## config.mk

```make
export PLATFORM = sky130hd
export DESIGN_NAME = debounce_bank
export DESIGN_NICKNAME = d
export VERILOG_FILES = /design/src/rtl/debounce_pkg.sv /design/src/rtl/debounce_channel.sv /design/src/rtl/debounce_bank.sv
export SDC_FILE = /design/constraint.sdc
export NUM_CORES = 1
export LEC_CHECK = 0
export CAP_MARGIN = 20
export CORE_MARGIN = 4
export CORE_UTILIZATION = 40
export CTS_CLUSTER_SIZE = 24
export DETAILED_ROUTE_END_ITERATION = 8
export GPL_TIMING_DRIVEN = 1
export PLACE_DENSITY = 0.57
export SLEW_MARGIN = 20
export SYNTH_ARGS = -nofsm -noshare
export SYNTH_HDL_FRONTEND = slang
export SYNTH_SLANG_ARGS = --single-unit
```

## constraint.sdc

```tcl
create_clock -name clk -period 3.83 [get_ports clk]
set_clock_uncertainty 0.05 [all_clocks]
set_input_delay 0.5745 -clock clk [delete_from_list [all_inputs] [get_ports clk]]
set_output_delay 0.5745 -clock clk [all_outputs]
set_load 0.1 [all_outputs]
```

## src/rtl/debounce_pkg.sv

```systemverilog
// Shared constants and helpers for the debounce bank.
package debounce_pkg;

  localparam int DB_SYNC_STAGES   = 2;
  localparam int DB_STABLE_CYCLES = 8;
  localparam int DB_LONG_CYCLES   = 32;

  function automatic int db_width(input int n);
    return ($clog2(n) < 1) ? 1 : $clog2(n);
  endfunction

endpackage

```

## src/rtl/debounce_channel.sv

```systemverilog
// One channel: synchroniser, stability filter,
// level register, edge pulses and long-press detector.
module debounce_channel
  import debounce_pkg::*;
#(
  parameter int SYNC_STAGES   = DB_SYNC_STAGES,
  parameter int STABLE_CYCLES = DB_STABLE_CYCLES,
  parameter int LONG_CYCLES   = DB_LONG_CYCLES
) (
  input  logic clk,
  input  logic clear_n,
  input  logic btn_i,
  output logic level_o,
  output logic rise_o,
  output logic fall_o,
  output logic long_o
);

  localparam int CW = db_width(STABLE_CYCLES);
  localparam int HW = db_width(LONG_CYCLES + 1);
  localparam logic [CW-1:0] CNT_MAX =
    CW'(STABLE_CYCLES - 1);

  generate
    if (SYNC_STAGES < 2) begin : g_bad_sync
      $error("SYNC_STAGES must be >= 2");
    end
    if (STABLE_CYCLES < 1) begin : g_bad_stable
      $error("STABLE_CYCLES must be >= 1");
    end
  endgenerate

  logic [SYNC_STAGES-1:0] r_sync;
  logic [CW-1:0]          r_cnt;
  logic                   r_level;
  logic                   r_rise;
  logic                   r_fall;
  logic                   r_long;
  logic                   w_s;

  assign w_s = r_sync[SYNC_STAGES-1];

  always_ff @(posedge clk or negedge clear_n) begin
    if (!clear_n) begin
      r_sync <= '0;
    end else begin
      r_sync <= {r_sync[SYNC_STAGES-2:0], btn_i};
    end
  end

  // Any sample matching the current level wipes progress.
  always_ff @(posedge clk or negedge clear_n) begin
    if (!clear_n) begin
      r_cnt   <= '0;
      r_level <= 1'b0;
      r_rise  <= 1'b0;
      r_fall  <= 1'b0;
    end else begin
      r_rise <= 1'b0;
      r_fall <= 1'b0;
      if (w_s == r_level) begin
        r_cnt <= '0;
      end else if (r_cnt == CNT_MAX) begin
        r_cnt   <= '0;
        r_level <= w_s;
        r_rise  <= w_s;
        r_fall  <= ~w_s;
      end else begin
        r_cnt <= r_cnt + 1'b1;
      end
    end
  end

  generate
    if (LONG_CYCLES > 0) begin : g_long
      localparam logic [HW-1:0] HOLD_MAX =
        HW'(LONG_CYCLES);
      logic [HW-1:0] r_hold;

      always_ff @(posedge clk or negedge clear_n) begin
        if (!clear_n) begin
          r_hold <= '0;
          r_long <= 1'b0;
        end else if (!r_level) begin
          r_hold <= '0;
          r_long <= 1'b0;
        end else if (r_hold != HOLD_MAX) begin
          r_hold <= r_hold + 1'b1;
          r_long <= (r_hold == HOLD_MAX - 1'b1);
        end else begin
          r_long <= 1'b0;
        end
      end
    end else begin : g_no_long
      assign r_long = 1'b0;
    end
  endgenerate

  assign level_o = r_level;
  assign rise_o  = r_rise;
  assign fall_o  = r_fall;
  assign long_o  = r_long;

endmodule

```

## src/rtl/debounce_bank.sv

```systemverilog
// Bank of independent debounce channels with
// concatenated level and pulse outputs.
module debounce_bank
  import debounce_pkg::*;
#(
  parameter int N_CH          = 4,
  parameter int SYNC_STAGES   = DB_SYNC_STAGES,
  parameter int STABLE_CYCLES = DB_STABLE_CYCLES,
  parameter int LONG_CYCLES   = DB_LONG_CYCLES
) (
  input  logic            clk,
  input  logic            clear_n,
  input  logic [N_CH-1:0] btn_i,
  output logic [N_CH-1:0] level_o,
  output logic [N_CH-1:0] rise_o,
  output logic [N_CH-1:0] fall_o,
  output logic [N_CH-1:0] long_o
);

  generate
    for (genvar c = 0; c < N_CH; c++) begin : g_ch
      debounce_channel #(
        .SYNC_STAGES  (SYNC_STAGES),
        .STABLE_CYCLES(STABLE_CYCLES),
        .LONG_CYCLES  (LONG_CYCLES)
      ) u_ch (
        .clk    (clk),
        .clear_n(clear_n),
        .btn_i  (btn_i[c]),
        .level_o(level_o[c]),
        .rise_o (rise_o[c]),
        .fall_o (fall_o[c]),
        .long_o (long_o[c])
      );
    end
  endgenerate

endmodule

```

[Yosys cells after proc, flatten, opt, wreduce, memory -nomap -nowiden]
Cells that the tools add are included.
Widths: inputs -> output; s select.
Operators by class
  eq/ne operators: 20
  $add $sub $neg: 8
  shift-type cells: 0
  bitwise gates (word level): 8
  div/mod/pow operators: 0
  $lt $le $gt $ge: 0
  multiply operators: 0
  multiplexer cells: 40
  reduce and logical (&&, ||, !) cells: 4
Operator list (count)
  $mux 6: 8
  $add 6x1->6 const B: 4
  $eq 6x5->1 const B: 4
  $mux 1: 24
  $mux 3: 8
  $ne 6x6->1 const B: 4
  $add 3x1->3 const B: 4
  $eq 3x3->1 const B: 4
  $ne 2x2->1 const B: 4
  $not 1->1: 8
  $reduce_and 2->1: 4
  $eq 1x1->1: 4
Word-level totals
  input bits: 6
  memories: 0
  bits in writable memories: 0
  output and inout bits: 16
  word-level logic and storage cells: 108
  latch bits: 0
  register bits after elaboration: 60
  memory bits (read-only): 0

[Longest topological paths before layout]
Gate-level depths: netlist of the first run.
  word-level depth: 3
  gate-level depth with buffers: 5
  gate-level depth less buffers: 5

[Modules after synthesis]
Synthesis of the first run repeated with hierarchy kept, for this count alone.
Second synthesis, totals
  cell total of the unflattened synthesis: 217
  area, all modules: 2565.0 sq um
Modules (own cells, without submodules)
  debounce_channel (g_ch[1].u_ch ...): area each 638.1 sq um, times used 3, cells each 54, sequential area each 375.4 sq um
  debounce_channel (g_ch[0].u_ch): area each 650.6 sq um, times used 1, cells each 55, sequential area each 375.4 sq um

[Worst setup path before layout of the first run]
Ideal clock, no wire load.
  kind: reg2reg
  start: reg g_ch[3].u_ch.g_long.r_hold[0]
  end: reg g_ch[3].u_ch.g_long.r_hold[2]
  data required time: 3.660 ns
  period minus slack after synthesis: 1.331 ns
  path slack: 2.499 ns
  path buffers: 0
  data arrival time: 1.161 ns
  cell stages (with the launch flop): 6
  setup time: 0.120 ns
  cell sequence: dfrtp_1 inv_1 ha_1 nand4bb_4 or2_4 and3_1
Between the ends
  word-level cells in the longest chain between the ends: 3
  elaborated cells between the ends (all ways): 5
  classes of those cells: add/sub: 1; eq/ne: 2; mux: 2
Ends and longest elaborated chain
  start: declaration: RTL line debounce_channel.sv:78  | logic [HW-1:0] r_hold;
  start signal: assignment: RTL line debounce_channel.sv:88  | r_hold <= r_hold + 1'b1;
  $add 6x1->6: RTL line debounce_channel.sv:88
  $mux 6: RTL line debounce_channel.sv:87  | end else if (r_hold != HOLD_MAX) begin
  $mux 6: RTL line debounce_channel.sv:84  | end else if (!r_level) begin
Several ways; a longest one is shown, not always the timed one. The select of a mux whose other input is x is not followed.
A chain may end at the register's enable or synchronous reset.

[Worst setup path after layout of the first run]
  start: reg g_ch[3].u_ch.r_level
  end: out level_o[3]
RTL lines
  start: declaration: RTL line debounce_channel.sv:35  | logic r_level;
  start signal: assignment: RTL line debounce_channel.sv:65  | r_level <= w_s;
  end: declaration: RTL line debounce_bank.sv:14  | output logic [N_CH-1:0] level_o,
No word-level cell between the ends.

==> run metrics, run 1 <==
outcome=complete, no violations; arrival time worst endpoint=2.09 ns; crit path cell chain=clkdlybuf4s50_1; Cell Area, Placed=2860 um2; vias in the first global route=1609; post-synthesis register bit count=60; Avg Cell Area, Syn=11.7 um2; Total Neg Setup Slack=0 ns; metal1 wirelength=1800 um; synth cell count leaders=dfrtp_1, nand2_1, buf_4, ha_1, inv_1; Sequential cell area=1500 um2; critical path's slowest cell=clkdlybuf4s50_1; DIE WIDTH=90.0 um; ys async rst share=100%; first-pass GRT wire length=7160 um; vias post-DR=1552; Synth Net Count=252; sequential share of power=45.6%; Port Buffer Count=21; met3 wire len=131 um; Initial Util=41.7%; Gate power share=22.4%; Die ar.=8110 um2; root buf cell=clkbuf_8; clock slew at reported path FFs=0.06 ns; initial antenna violation count=0; Congestion Overflow GR=0; share of layout cells above drive strength 1=9.31%; Antenna Nets Post-Route=0; Synth cell types=26; peak supply drop=0.399 mV; Post-CTS Setup Repair Bufs=0; Worst Setup End Kind=output pin; hpwl dp=2750 um; min Tclk post-route=2.71 ns; cell internal pwr=1.21 mW; Routed WL=3890 um; Worst Tran Pin Value=0.970 ns; Sw Pwr=0.596 mW; CTS resizes=0; most area-consuming cells after synthesis=dfrtp_1, ha_1, buf_4; crit start category=flip-flop; most common cell in the netlist=dfrtp_1; crit-path max cell delay=1.21 ns; max_slew headroom=35.1%; worst-skew pair later-pin latency=0.33 ns; worst hold slack=0.168 ns; Final Hold Viols=0; post-DR vias/cell=4.79; Setup-failing EPs final=0; Num CTS Buffers=9; clk sink count=60; Worst Reg-to-Reg Cells=5; fin. max-slew vios=0; critical setup path kind=reg -> out; RSZ-0062 raised after global routing=no; Leakage=1.38 nW; FF-to-FF Start=g_ch[3].u_ch.g_long.r_hold[0]; htree depth=3; # hold bufs at CTS=0; maximum operating frequency=369 MHz; antenna fix cells=0; cell taking the most area after synthesis=dfrtp_1; top sig layer=met4; placed instance count=309; Seq/Total Area, Yosys=55.8%; Max-cap violations=0; Area Overhead vs Synth=13.9%; Worst Path Max Fanout=13; Clk pwr share=32.0%; HP Class=in -> async; Post-synth EDFFs=0; DRC=0; routed wl met2=1820 um; FILL cells=600; row count=29; Synth Warn #=0; Layout Nets=265; Final Core Density=47.5%; core area=6460 um2; sw frac=33.0%; drt pass-1 iters=4; post-DR wirelength/cell=12.0 um; Post-Synthesis Cell Area=2690 um2; Final period util=70.8%; Synth Flop Type=dfrtp_1; GRT Util Overall=11.2%; Finished Cell Area=3070 um2; Yosys top cell area share=55.8%; RePlAce Congestion=0.719; multi-input logic area=996 um2; Chip Height=90.0 um; I/O Pins=22; reg2reg setup slack=2.39 ns; CTS tree=yes; fin cells=324; WP data required=3.21 ns; Synth Instances=230; FF-to-FF End=g_ch[3].u_ch.g_long.r_hold[2]; power per cell area=588 nW/um2; CP bufs+invs=1; clock tree buffer depth=2; largest net degree at the start of global routing=47; Initial DRC Count=38; cell family with most CP delay=buffers and inverters
power groups by stage:
stage          registers [mW]  clock network, mW  logic (mW)
2_1_floorplan           0.779                  0       0.388
3_3_place_gp            0.831                  0       0.404
3_5_place_dp            0.835                  0       0.412
4_1_cts                 0.824              0.597       0.414
5_1_grt                 0.842              0.627       0.447
6_report                0.823              0.577       0.404
layer usage:
metal  GRT usage [%]  up-vias
met5               0        -
met4            8.80        0
met3            2.84       11
met2            16.7       28
met1            13.8      754
li1                -      759
worst max path at each step:
stage / start / to / cells past startpoint
final: g_ch[3].u_ch.level_o / level_o[3] / 1
after floorplan: g_ch[3].u_ch.g_long.r_hold[0] / g_ch[3].u_ch.g_long.r_hold[2] / 5
after detailed placement: g_ch[3].u_ch.level_o / level_o[3] / 1
after global placement: g_ch[3].u_ch.level_o / level_o[3] / 1
after CTS: g_ch[3].u_ch.level_o / level_o[3] / 1
after global routing: g_ch[3].u_ch.level_o / level_o[3] / 1
kinds of logic after synthesis:
kind of cell,Yosys count,share of synthesized area [%]
fa+ha+maj,16,7.43
simple gates,87,19.1
flops,60,55.8
xor+xnor,16,5.20
buf+inv,35,7.25
compound gates,4,0.744
mux,12,4.51
through the flow:
| step | worst slack, ns | power, mW |
|---|---|---|
| 5_1_grt | 1.03 | 1.92 |
| 3_5_place_dp | 1.47 | 1.25 |
| 2_1_floorplan | 2.50 | 1.17 |
| 3_3_place_gp | 1.49 | 1.24 |
| 6_report | 1.12 | 1.80 |
| 4_1_cts | 1.10 | 1.83 |
cell usage in the layout (no fill, tap or decap), drive strengths merged:
cell type | synthesis | final
clkdlybuf4s50 | 0 | 20
clkbuf | 1 | 14
nand2 | 26 | 26
or2 | 1 | 1
and2 | 7 | 7
nand3 | 10 | 10
nor2b | 1 | 1
nor2 | 11 | 11
nor3 | 11 | 11
xnor2 | 9 | 9
dfrtp | 60 | 60
mux2 | 1 | 1
and3b | 3 | 3
ha | 16 | 16
and3 | 3 | 3
nand4bb | 1 | 1
inv | 15 | 15
nor3b | 6 | 6
xor2 | 7 | 7
mux2i | 11 | 11
buf | 19 | 2
o21ai | 4 | 4
nand2b | 4 | 4
bufinv | 0 | 1
nor4 | 3 | 3
registers in the layout (all words and copies together), names as in the netlist:
| name | count |
|---|---|
| g_ch.u_ch.g_long.r_hold | 24 |
| g_ch.u_ch.level_o | 4 |
| g_ch.u_ch.long_o | 4 |
| g_ch.u_ch.rise_o | 4 |
| g_ch.u_ch.r_cnt | 12 |
| g_ch.u_ch.r_sync | 8 |
| g_ch.u_ch.fall_o | 4 |
final cells by class:
| cell class | instances | share of cell area (%) |
|---|---|---|
| Clock buffer | 14 | 5.63 |
| Clock inverter | 1 | 0.979 |
| Inverter | 15 | 1.84 |
| Multi-Input combinational cell | 135 | 32.5 |
| Sequential cell | 60 | 48.9 |
| Tap cell | 77 | 3.14 |
| Timing Repair Buffer | 22 | 7.01 |
Note: power is estimated with default switching activity, not from simulation.
==> run 2: changes to the inputs <==
--- a/config.mk
+++ b/config.mk
@@ -11,7 +11,7 @@
 export CTS_CLUSTER_SIZE = 24
 export DETAILED_ROUTE_END_ITERATION = 8
 export GPL_TIMING_DRIVEN = 1
-export PLACE_DENSITY = 0.57
+export PLACE_DENSITY = 0.6
 export SLEW_MARGIN = 20
 export SYNTH_ARGS = -nofsm -noshare
 export SYNTH_HDL_FRONTEND = slang
==> constraint.sdc (replaced) <==
create_clock -name clk -period 2.2 [get_ports clk]
set_clock_uncertainty 0.05 [all_clocks]
set_input_delay 0.33 -clock clk [delete_from_list [all_inputs] [get_ports clk]]
set_output_delay 0.33 -clock clk [all_outputs]
set_load 0.1 [all_outputs]
==> run metrics, run 2 (synthesized netlist as in run 1, its figures left out) <==
Cell Area, Placed=2840 um2 (was 2860 um2); Initial Util=41.7% (unchanged); Hold Path Stages=0; antenna fix cells=0 (unchanged); RSZ-0062 raised after global routing=no (unchanged); Largest Register=g_ch.u_ch.g_long.r_hold (unchanged); Worst Tran Pin Value=0.477 ns (was 0.970 ns); largest net degree at the start of global routing=42 (was 47); crit-path max cell delay=0.56 ns (was 1.21 ns); drt pass-1 iters=4 (unchanged); Stages on worst setup path=1 (unchanged); share of layout cells above drive strength 1=16.1% (was 9.31%); Routed WL=3870 um (was 3890 um); cell internal pwr=2.00 mW (was 1.21 mW); Antenna Nets Post-Route=0 (unchanged); worst hold slack=0.299 ns (was 0.168 ns); arrival time worst endpoint=1.25 ns (was 2.09 ns); fin. max-slew vios=0 (unchanged); power per cell area=1010 nW/um2 (was 588 nW/um2); Congestion Overflow GR=0 (unchanged); htree depth=3 (unchanged); outcome=complete, no violations (unchanged); root buf cell=clkbuf_8 (unchanged); Worst Path Max Fanout=11 (was 13); Num CTS Buffers=9 (unchanged); Place WS=0.800 ns (was 1.47 ns); post-DR wirelength/cell=11.9 um (was 12.0 um); Final Core Density=46.9% (was 47.5%); Area Overhead vs Synth=12.5% (was 13.9%); GRT Util Overall=11.1% (was 11.2%); critical path's slowest cell=dfrtp_1 (was clkdlybuf4s50_1); clock slew at reported path FFs=0.07 ns (was 0.06 ns); core area=6460 um2 (unchanged); DRC=0 (unchanged); Finished Cell Area=3030 um2 (was 3070 um2); clock tree buffer depth=2 (unchanged); cell family with most CP delay=flip-flops (was buffers and inverters); Worst Setup End Kind=output pin (unchanged); post-DR vias/cell=4.63 (was 4.79); worst-skew pair later-pin latency=0.32 ns (was 0.33 ns); Initial DRC Count=18 (was 38); initial antenna violation count=0 (unchanged); Die ar.=8110 um2 (unchanged); first-pass GRT wire length=7200 um (was 7160 um); HP Class=reg -> reg (was in -> async); vias post-DR=1511 (was 1552); sequential share of power=47.0% (was 45.6%); I/O Pins=22 (unchanged); most frequent cells in the layout=dfrtp_1, nand2_1, ha_1, buf_4, inv_1 (was dfrtp_1, nand2_1, clkdlybuf4s50_1, ha_1, inv_1); min Tclk post-route=1.63 ns; Largest regs=g_ch.u_ch.g_long.r_hold: 24 flops, g_ch.u_ch.r_cnt: 12 flops, g_ch.u_ch.r_sync: 8 flops (unchanged); most common cell after layout, fill and taps aside=dfrtp_1 (unchanged); Gate power share=22.5% (was 22.4%); Final period util=74.2%; final worst slack=0.568 ns (was 1.12 ns); Tot Pwr=3.05 mW (was 1.80 mW); crit start category=flip-flop (unchanged); Final Hold Viols=0 (unchanged); placed instance count=309 (unchanged); fin cells=326 (was 324); CTS resizes=0 (unchanged); Clk pwr share=30.4% (was 32.0%); Sw Pwr=1.05 mW (was 0.596 mW); maximum operating frequency=613 MHz; hpwl dp=2670 um (was 2750 um); Layout Nets=266 (was 265); Port Buffer Count=21 (unchanged); RePlAce Congestion=0.750 (was 0.719); crit path cell chain=buf_4 (was clkdlybuf4s50_1); Setup-failing EPs final=0 (unchanged); Chip Height=90.0 um (unchanged); CP bufs+invs=1 (unchanged); vias in the first global route=1611 (was 1609); CTS tree=yes (unchanged); DIE WIDTH=90.0 um (unchanged); Max-cap violations=0 (unchanged); Total Neg Setup Slack=0 ns (unchanged); Worst Reg-to-Reg Cells=5 (unchanged); sw frac=34.5% (was 33.0%); Leakage=1.41 nW (was 1.38 nW); critical setup path kind=reg -> out (unchanged); number of flip-flops under the largest register name=24 (unchanged); clk sink count=60 (unchanged); max_slew headroom=68.2% (was 35.1%); row count=29 (unchanged); WP data required=1.82 ns (was 3.21 ns); peak supply drop=0.344 mV (was 0.399 mV)
==> run 2: cell count changes in the layout (fill, tap and decap cells not counted) <==
cell,change
buf_12,+1
buf_2,+1
buf_4,+14
clkbuf_8,-3
clkdlybuf4s50_1,-16
clkinv_2,+3
clkinvlp_4,+1
dlygate4sd3_1,+1
==> run 2: cell type report <==
class                           instances  area (um2)
Clock buffer                           11         131
Clock inverter                          5        52.6
Fill cell                             598        3430
Inverter                               15        56.3
Multi-Input combinational cell        135         996
Sequential cell                        60        1500
Tap cell                               77        96.3
Timing Repair Buffer                   23         195
==> run 2: power groups by stage <==
stage	combinational, mW	sequential (mW)	clock (mW)
2_1_floorplan	0.676	1.36	0
3_3_place_gp	0.685	1.46	0
6_report	0.688	1.44	0.929
4_1_cts	0.702	1.44	0.973
3_5_place_dp	0.699	1.46	0
5_1_grt	0.778	1.47	1.03
==> run 2: timing repair <==
| action | 4_1_cts | 5_1_grt |
|---|---|---|
| setup buffers | 0 | 0 |
| hold endpoints to repair | 19 | 0 |
| hold buffers | 1 | 0 |
==> run 2: worst paths after layout <==
check	startpoint	endpoint	slack, ns
max	g_ch[1].u_ch.level_o	level_o[1]	0.57
min	g_ch[2].u_ch.r_sync[0]	g_ch[2].u_ch.r_sync[1]	0.30
min in group asynchronous	clear_n	g_ch[1].u_ch.g_long.r_hold[4]	0.44
min reg2reg	g_ch[2].u_ch.r_sync[0]	g_ch[2].u_ch.r_sync[1]	0.30
max reg2reg	g_ch[3].u_ch.g_long.r_hold[0]	g_ch[3].u_ch.g_long.r_hold[4]	0.81
max in group asynchronous	clear_n	g_ch[0].u_ch.rise_o	1.09
==> run 2: per-layer routing <==
metal  GRT usage [%]  vias to the layer above  share of wire, %
met5               0                        -                 0
met4            6.89                        0               2.2
met3            3.42                        8               3.1
met2            16.1                       21                46
met1            14.3                      716                49
li1                -                      766                 -
==> run 2: worst register-to-register path: stages, from the launching register on <==
cell	delay (ns)
dfrtp_1	0.41
inv_1	0.09
ha_1	0.19
nand4bb_4	0.12
or2_4	0.25
and3_1	0.17
==> run 3: changes to the inputs <==
==> constraint.sdc (replaced) <==
create_clock -name clk -period 1.4 [get_ports clk]
set_clock_uncertainty 0.05 [all_clocks]
set_input_delay 0.21 -clock clk [delete_from_list [all_inputs] [get_ports clk]]
set_output_delay 0.21 -clock clk [all_outputs]
set_load 0.1 [all_outputs]
==> run metrics, run 3 (synthesized netlist as in run 1, its figures left out) <==
outcome=complete, no violations (unchanged); antenna fix cells=0 (unchanged); crit start category=flip-flop (unchanged); most common cell after layout, fill and taps aside=dfrtp_1 (unchanged); number of flip-flops under the largest register name=24 (unchanged); Setup-failing EPs final=0 (unchanged); Worst Path Max Fanout=3 (was 11); arrival time worst endpoint=1.55 ns (was 1.25 ns); Layout Nets=276 (was 266); Initial DRC Count=19 (was 18); Largest Register=g_ch.u_ch.g_long.r_hold (unchanged); critical setup path kind=reg -> reg (was reg -> out); metal1 wirelength=1800 um (was 1890 um); maximum operating frequency=738 MHz; Cell Area, Placed=3070 um2 (was 2840 um2); share of layout cells above drive strength 1=23.6% (was 16.1%); hpwl dp=2690 um (was 2670 um); Final Hold Viols=0 (unchanged); Tot Pwr=5.04 mW (was 3.05 mW); routed wl met2=1930 um (was 1780 um); Final period util=96.7%; cell internal pwr=3.34 mW (was 2.00 mW); clock slew at reported path FFs=0.06 ns (was 0.07 ns); Sw Pwr=1.70 mW (was 1.05 mW); post-DR vias/cell=4.76 (was 4.63); Worst Tran Pin Value=0.327 ns (was 0.477 ns); core area=6460 um2 (unchanged); Num CTS Buffers=9 (unchanged); met3 wire len=136 um (was 121 um); most frequent cells in the layout=dfrtp_1, nand2_1, buf_12, ha_1 (was dfrtp_1, nand2_1, ha_1, buf_4, inv_1); Place WS=0.0570 ns (was 0.800 ns); Die ar.=8110 um2 (unchanged); HP Class=in -> reg (was reg -> reg); htree depth=3 (unchanged); final worst slack=0.0459 ns (was 0.568 ns); sw frac=33.7% (was 34.5%); RePlAce Congestion=0.793 (was 0.750); root buf cell=clkbuf_8 (unchanged); CTS tree=yes (unchanged); power per cell area=1520 nW/um2 (was 1010 nW/um2); Max-cap violations=0 (unchanged); peak supply drop=0.760 mV (was 0.344 mV); largest net degree at the start of global routing=61 (was 42); worst hold slack=0.269 ns (was 0.299 ns); clock tree buffer depth=2 (unchanged); fin. max-slew vios=0 (unchanged); worst-skew pair later-pin latency=0.32 ns (about the same); drt pass-1 iters=3 (was 4); FILL cells=577 (was 598); I/O Pins=22 (unchanged); top sig layer=met4 (unchanged); Antenna Nets Post-Route=0 (unchanged); Hold Path Stages=1 (was 0); max_slew headroom=78.1% (was 68.2%); first-pass GRT wire length=7150 um (was 7200 um); Area Overhead vs Synth=23.2% (was 12.5%); Gate power share=29.1% (was 22.5%); Finished Cell Area=3320 um2 (was 3030 um2); Worst Setup End Kind=flip-flop (was output pin); sequential share of power=44.3% (was 47.0%); Largest regs=g_ch.u_ch.g_long.r_hold: 24 flops, g_ch.u_ch.r_cnt: 12 flops, g_ch.u_ch.r_sync: 8 flops (unchanged); row count=29 (unchanged); Port Buffer Count=21 (unchanged); clk sink count=60 (unchanged); DRC=0 (unchanged); Chip Height=90.0 um (unchanged); Worst Reg-to-Reg Cells=5 (unchanged); vias post-DR=1593 (was 1511); GRT Util Overall=11.0% (was 11.1%); Leakage=1.50 nW (was 1.41 nW); initial antenna violation count=0 (unchanged); min Tclk post-route=1.35 ns; vias in the first global route=1631 (was 1611); Routed WL=3970 um (was 3870 um); WP data required=1.60 ns (was 1.82 ns); Initial Util=41.7% (unchanged); Clk pwr share=26.6% (was 30.4%); DIE WIDTH=90.0 um (unchanged); post-DR wirelength/cell=11.8 um (was 11.9 um); RSZ-0062 raised after global routing=yes (was no); Congestion Overflow GR=0 (unchanged)
-- run 3: cell count changes in the layout (fill, tap and decap cells not counted), moves of 3 or more --
| cell | before | now |
|---|---|---|
| buf_12 | 1 | 17 |
| buf_4 | 16 | 9 |
| inv_1 | 14 | 9 |
| inv_2 | 1 | 6 |
| ha_1 | 16 | 13 |
-- run 3: final timing paths --
path | startpoint | end | slack (ns)
setup / recovery | g_ch[0].u_ch.g_long.r_hold[1] | g_ch[0].u_ch.g_long.r_hold[1] | 0.05
hold / removal | btn_i[0] | g_ch[0].u_ch.r_sync[0] | 0.27
setup reg to reg | g_ch[0].u_ch.g_long.r_hold[1] | g_ch[0].u_ch.g_long.r_hold[1] | 0.05
hold reg to reg | g_ch[2].u_ch.r_sync[0] | g_ch[2].u_ch.r_sync[1] | 0.30
max in group asynchronous | clear_n | g_ch[0].u_ch.level_o | 0.64
min in group asynchronous | clear_n | g_ch[1].u_ch.g_long.r_hold[5] | 0.36
-- run 3: timing repair --
| item | 4_1_cts | 5_1_grt |
|---|---|---|
| setup buffers | 0 | 5 |
| pin swaps | 0 | 4 |
| gates resized for setup | 3 | 11 |
| hold buffers | 1 | 0 |
| endpoints found under the hold margin | 60 | 0 |
| setup endpoints to repair | 2 | 7 |
-- run 3: power by group through the flow --
stage | logic, mW | registers [mW] | clock network (mW)
floorplan | 1.06 | 2.13 | 0
global placement | 1.35 | 2.25 | 0
detailed placement | 1.36 | 2.26 | 0
CTS | 1.38 | 2.24 | 1.40
global route | 1.63 | 2.27 | 1.48
finish | 1.47 | 2.23 | 1.34
-- run 3: area by class of cell --
class | count | area (um2) | area share (%)
clock buffers | 13 | 159 | 4.79
clock inverters | 2 | 10.0 | 0.302
inverters | 15 | 56.3 | 1.70
multi-input cells | 135 | 1020 | 30.7
flip-flops and latches | 60 | 1500 | 45.3
well taps | 77 | 96.3 | 2.90
repair buffers | 33 | 474 | 14.3
-- run 3: critical path, cell delays in order, from the launching register on --
cell,delay [ns]
dfrtp_1,0.40
inv_1,0.06
ha_2,0.17
nand2_2,0.06
nor4_4,0.31
mux2i_1,0.23
-- run 3: per-stage QoR --
stage,std cells,util (%),TNS (ns)
finish,335,51.4,0
CTS,330,50.4,0
floorplan,230,-,0
global route,335,51.4,-0.151
global placement,314,47.6,0
detailed placement,314,47.6,0
-- run 3: metal layers --
layer	global-route usage (%)	up-vias
met5	0	-
met4	6.51	0
met3	2.92	8
met2	17.5	20
met1	13.4	784
li1	-	781
